--- src/rtl/cdb_pkg.sv ---
// Shared CDB definitions used by every result producer on the common data bus.
`default_nettype none

package cdb_pkg;

  localparam int CDB_DATA_WIDTH = 32;
  localparam int CDB_TAG_WIDTH  = 5;

  typedef struct packed {
    logic [CDB_DATA_WIDTH-1:0] data;
    logic [CDB_TAG_WIDTH-1:0]  tag;
    logic                      exception;
  } cdb_result_t;

endpackage

`default_nettype wire

--- src/rtl/cdb_result_buffer.sv ---
// In-order result FIFO between a functional unit and a CDB channel.
// Optional same-cycle empty-buffer bypass: define CDB_RESULT_BUFFER_BYPASS_EN.
`default_nettype none

module cdb_result_buffer
  import cdb_pkg::*;
#(
  parameter int DEPTH     = 4,
  parameter int TAG_WIDTH = CDB_TAG_WIDTH
) (
  input  logic                     clk,
  input  logic                     rst_n,
  input  logic                     fu_valid,
  output logic                     fu_ready,
  input  logic [31:0]              fu_data,
  input  logic [TAG_WIDTH-1:0]     fu_tag,
  input  logic                     fu_exception,
  input  logic                     flush,
  output logic                     cdb_req,
  input  logic                     cdb_grant,
  output logic [31:0]              cdb_data,
  output logic [TAG_WIDTH-1:0]     cdb_tag,
  output logic                     cdb_exception,
  output logic [$clog2(DEPTH):0]   count
);

  localparam int PTR_W = $clog2(DEPTH);
  localparam int CNT_W = PTR_W + 1;
  localparam logic [CNT_W-1:0] FULL_COUNT = CNT_W'(DEPTH);

  cdb_result_t      mem [DEPTH];
  logic [PTR_W-1:0] wr_ptr;
  logic [PTR_W-1:0] rd_ptr;
  logic [CNT_W-1:0] occ;

  cdb_result_t fu_entry;
  cdb_result_t head_entry;
  cdb_result_t out_entry;
  logic        push;
  logic        pop;

  assign fu_entry   = '{data: fu_data, tag: fu_tag, exception: fu_exception};
  assign head_entry = mem[rd_ptr];

  // Ready depends only on registered occupancy, never on this cycle's grant.
  assign fu_ready = (occ < FULL_COUNT);
  assign pop      = cdb_grant && (occ != '0) && !flush;

`ifdef CDB_RESULT_BUFFER_BYPASS_EN
  logic bypass_hit;

  assign bypass_hit = (occ == '0) && fu_valid && !flush;
  assign cdb_req    = (occ != '0) || bypass_hit;
  assign out_entry  = bypass_hit ? fu_entry : head_entry;
  // A granted bypass result has already reached the bus, so it is not stored.
  assign push       = fu_valid && fu_ready && !flush && !(bypass_hit && cdb_grant);
`else
  assign cdb_req    = (occ != '0);
  assign out_entry  = head_entry;
  assign push       = fu_valid && fu_ready && !flush;
`endif

  assign cdb_data      = cdb_req ? out_entry.data      : '0;
  assign cdb_tag       = cdb_req ? out_entry.tag       : '0;
  assign cdb_exception = cdb_req ? out_entry.exception : 1'b0;
  assign count         = occ;

  always_ff @(posedge clk) begin
    if (!rst_n) begin
      wr_ptr <= '0;
      rd_ptr <= '0;
      occ    <= '0;
    end else if (flush) begin
      wr_ptr <= '0;
      rd_ptr <= '0;
      occ    <= '0;
    end else begin
      if (push) begin
        wr_ptr <= wr_ptr + PTR_W'(1);
      end
      if (pop) begin
        rd_ptr <= rd_ptr + PTR_W'(1);
      end
      occ <= occ + CNT_W'(push) - CNT_W'(pop);
    end
  end

  // Entry storage carries no reset; occupancy alone defines which entries are live.
  always_ff @(posedge clk) begin
    if (rst_n && push) begin
      mem[wr_ptr] <= fu_entry;
    end
  end

endmodule

`default_nettype wire

--- config.mk ---
export PLATFORM = sky130hd
export DESIGN_NAME = cdb_result_buffer
export DESIGN_NICKNAME = d
export VERILOG_FILES = /design/src/rtl/cdb_pkg.sv /design/src/rtl/cdb_result_buffer.sv
export SDC_FILE = /design/constraint.sdc
export NUM_CORES = 1
export LEC_CHECK = 0
export CORE_UTILIZATION = 30
export CTS_CLUSTER_DIAMETER = 150
export DETAILED_ROUTE_END_ITERATION = 7
export SLEW_MARGIN = 20
export SYNTH_ARGS = -nofsm -noshare
export SYNTH_HDL_FRONTEND = slang
export SYNTH_SLANG_ARGS = --single-unit
--- constraint.sdc ---
create_clock -name clk -period 3.1 [get_ports clk]
set_input_delay 0.775 -clock clk [delete_from_list [all_inputs] [get_ports clk]]
set_output_delay 0.775 -clock clk [all_outputs]
set_load 0.03 [all_outputs]
# Yosys cells after proc, flatten, opt, wreduce, memory -nomap -nowiden
# Memory sizes are Yosys's and may differ from the RTL's. A register that Yosys moved wholly into a read port is not among the register bits.
# Cells that the tools add are included.
# op_classes
addsub	4
magnitude_cmp	1
mux	7
n_bitwise	1
reduce_logical	8
# op_table
cell	count
2-to-1 mux 32 bit	1
logical AND 1 bit	5
2-to-1 mux 5 bit	1
adder 2 x 1 -> 2 bit (second input constant)	2
2-to-1 mux 2 bit	2
adder 3 x 1 -> 3 bit	1
less-than comparator 3 bit (second input constant)	1
2-to-1 mux 1 bit	3
nonzero test 3 bit	1
subtractor 3 x 1 -> 3 bit	1
OR reduction 2 bit	1
zero test 1 bit	1
inverter 1 bit	1
# totals
register_bits	7
ram_bits	152
in_bits	43
output_inout_bits	43
word_cells	25
mem_count	1
# memory_table
name	depth	word_bits	rd	rd_clocked_by_memory_dff	wr	line	rtl
mem	4	38	1	1	1	cdb_result_buffer.sv:31	cdb_result_t mem [DEPTH];

# Longest topological paths before layout
# depth
word_depth	6
depth_mapped	9
depth_no_buf	9

# Worst setup path after synthesis
# OpenSTA, ideal clock, no wires.
# synth_path
kind	input-to-reg
startpoint	input port flush
endpoint	memory mem[1][0] in the netlist's numbering, enable pin
setup_ps	399
arrival_time_ps	2336
t_required_ps	2701
path_slack_ps	365
path_stages	4
n_path_buf	1
cell_sequence	nand2b_1 -> clkbuf_1 -> nor3b_1 -> and2_1
# synth_between
elab_chain_cells	5
# synth_lines
item	line	rtl
start: declaration	cdb_result_buffer.sv:18	input logic flush,
zero test 1 bit	cdb_result_buffer.sv:60	assign push = fu_valid && fu_ready && !flush;
logical AND 1 bit	cdb_result_buffer.sv:60	
logical AND 1 bit	cdb_result_buffer.sv:90	if (rst_n && push) begin
2-to-1 mux 1 bit	cdb_result_buffer.sv:90	
2-to-1 mux 1 bit (not written as such)	cdb_result_buffer.sv:91	mem[wr_ptr] <= fu_entry;
end: declaration	cdb_result_buffer.sv:31	
# No other way between the ends.

==> metrics.txt <==
first-pass GRT wire length=18500 µm; crit path max-delay cell type=clkdlybuf4s50_1; row count=52; vias in the first global route=3312; WP data required=2.32 ns; leading area contributor after synthesis=edfxtp_1; CTS tree=yes; post-synth top area share=73.5%; gpl congestion=0.647; family with the most delay on the worst path=buffers and inverters; antenna viol nets, final=0; GRT Overall Usage=11.9%; Post-synth EDFFs=152; # DRC=0; dpl hpwl=7060 µm; sequential share of the synthesized area=76.4%; pre-CTS WS=0.126 ns; final worst clock skew=0.00558 ns; worst path cell trace=mux4_2 > nor2b_1 > clkdlybuf4s50_1; fmax=343 MHz; Clock Power Share=44.2%; status=finished, final reports clean; synth warn=0; Comb power frac=5.7%; Hold Vio Cnt, Final=0; Internal=3.86 mW; drt pass-1 iters=4; Clock Root Buffer=clkbuf_16; CP Buf/Inv Count=1; pwr/cell area=593 mW/mm²; Seq cells post-synth=161; Ant. Diodes=0; fill count=1832; setup TNS=0 ns; Min Clock Period, post-route=2.92 ns; IO Pins=86; Die Ht=146 µm; Final Setup Violations=0; Mapped Cells=293; layout cells sized above 1=22.9%; PortBufs=85; final worst slack=0.184 ns; P&R area growth vs syn=30.3%; Worst Hold Class=flop to flop; CTS Buf Count=17; core area=0.0202 mm²; Avg Inst Size Synth=21.2 µm²; slew margin rel.=71.2%; worst slew pin tran=0.432 ns; Synthesized Nets=343; peak supply drop=334 µV; initial DRC count=149; Cell variety after synth=24; Final Non-Filler Cells=681; grt total ovfl=0; max-cap check violation count=0; antenna violations before repair=0; die area=0.0213 mm²; DIE WIDTH=146 µm; Setup Buffers After CTS=0; CP startpoint kind=flop; Tcrit/Tclk final=94.1%; pin count of the biggest net entering global routing=42; CP Data Arrival Time=2.14 ns; H-tree levels=4; Clock Latency Late Sink=0.41 ns; initial core utilization=30.7%; Via-to-Cell Ratio=4.39; Post-Route WL=11800 µm; Clock transition at path regs=0.06 ns; R2R Setup Slk=0.87 ns; Slew Viols, Final=0; top_reg_cell synth=edfxtp_1; Post-Syn Area=0.00621 mm²; crit-path max cell delay=0.60 ns; top cells by count, synth=edfxtp_1, mux4_2, nor2b_1; Net Sw Frac=19.5%; top cells by area, synth=edfxtp_1, mux4_2, nor2b_1; Leak=2.70 nW; via count=2988; Worst Setup End Kind=output pin; critical path peak fanout=7; CTS sink cnt=161; placed cell count=650; critical path type=flop to output pin; wire length per cell=17.3 µm; Flop pwr share=50.2%; top-count cell post-synth=edfxtp_1; deepest clock path buffer count=2; Net count, final=449; Sw Pwr=0.937 mW; ys async rst share=0%; RSZ-0062 raised after global routing=false
final cells by class:
| cell class | instances | area (µm²) | share of cell area, % |
|---|---|---|---|
| Timing Repair Buffer | 100 | 1010 | 12.5 |
| Sequential cell | 161 | 4750 | 58.7 |
| Clock inverter | 12 | 166 | 2.06 |
| Inverter | 10 | 37.5 | 0.464 |
| Tap cell | 270 | 338 | 4.18 |
| Multi-Input combinational cell | 109 | 1360 | 16.8 |
| Clock buffer | 19 | 433 | 5.35 |
metal layers:
metal	track usage, %	wire length [µm]
met5	0	0
met4	3.79	114
met3	4.08	528
met2	19.5	5730
met1	14.9	5410
power groups by stage:
stage / registers [mW] / logic [mW] / clock network (mW)
5_1_grt: 2.41 / 0.295 / 2.26
6_report: 2.41 / 0.273 / 2.12
3_5_place_dp: 2.45 / 0.290 / 0
3_3_place_gp: 2.45 / 0.284 / 0
2_1_floorplan: 2.46 / 0.131 / 0
4_1_cts: 2.41 / 0.279 / 2.18
state kept, by name, indices dropped and copies added (netlist names), named ones only:
name and count:
mem 152, rd_ptr 2, count 3, wr_ptr 2
cell usage in the layout (no fill, tap or decap), types with 2 or more instances in the layout:
cell / synthesis / final
and2_2: 0 / 4
buf_12: 0 / 7
buf_4: 1 / 13
bufinv_16: 0 / 4
clkbuf_1: 6 / 2
clkbuf_16: 0 / 17
clkdlybuf4s50_1: 0 / 51
clkinv_2: 0 / 5
clkinv_4: 0 / 2
dfxtp_1: 9 / 7
dlygate4sd2_1: 0 / 27
edfxtp_1: 152 / 152
ha_1: 6 / 6
inv_1: 10 / 10
mux4_2: 38 / 38
nor2_1: 8 / 8
nor2b_1: 38 / 38
nor3b_1: 2 / 2
xnor2_1: 3 / 3
tightest hold or removal path, stage by stage, from the launching register on:
cell     delay [ns]
dfxtp_1        0.31
o21ai_0        0.07
a21oi_1        0.08
cells by family (layout without fill, tap and decap cells):
family | Yosys count | after routing | share of synthesized area (%)
compound gates | 3 | 3 | 0.282
xor+xnor | 4 | 4 | 0.564
fa+ha+maj | 7 | 7 | 1.53
buf+inv | 23 | 141 | 1.87
flops | 161 | 161 | 76.4
mux | 39 | 39 | 13.9
simple gates | 56 | 56 | 5.38
repair_timing:
action                     CTS  global route
gates resized for setup     27             2
hold buffers                 0             0
setup endpoints to repair   27             2
path summary, 6_finish.rpt:
kind,startpoint,endpoint,cells past startpoint
setup reg to reg,count[2],count[2],9
hold / removal,rd_ptr[1],flop,2
hold reg to reg,rd_ptr[1],flop,2
setup / recovery,flop,cdb_data[7],3
stage by stage:
| step | power, mW | util [%] | instance area, µm² | hold WS, ns |
|---|---|---|---|---|
| finish | 4.80 | 40.0 | 8090 | 0.497 |
| global route | 4.96 | 40.0 | 8090 | 0.537 |
| CTS | 4.86 | 40.0 | 8090 | 0.502 |
| detailed placement | 2.74 | 37.2 | 7520 | 0.487 |
| global placement | 2.74 | 37.2 | 7520 | 0.470 |
| floorplan | 2.59 | - | 6210 | 0.459 |
(Power assumes the default switching activity.)
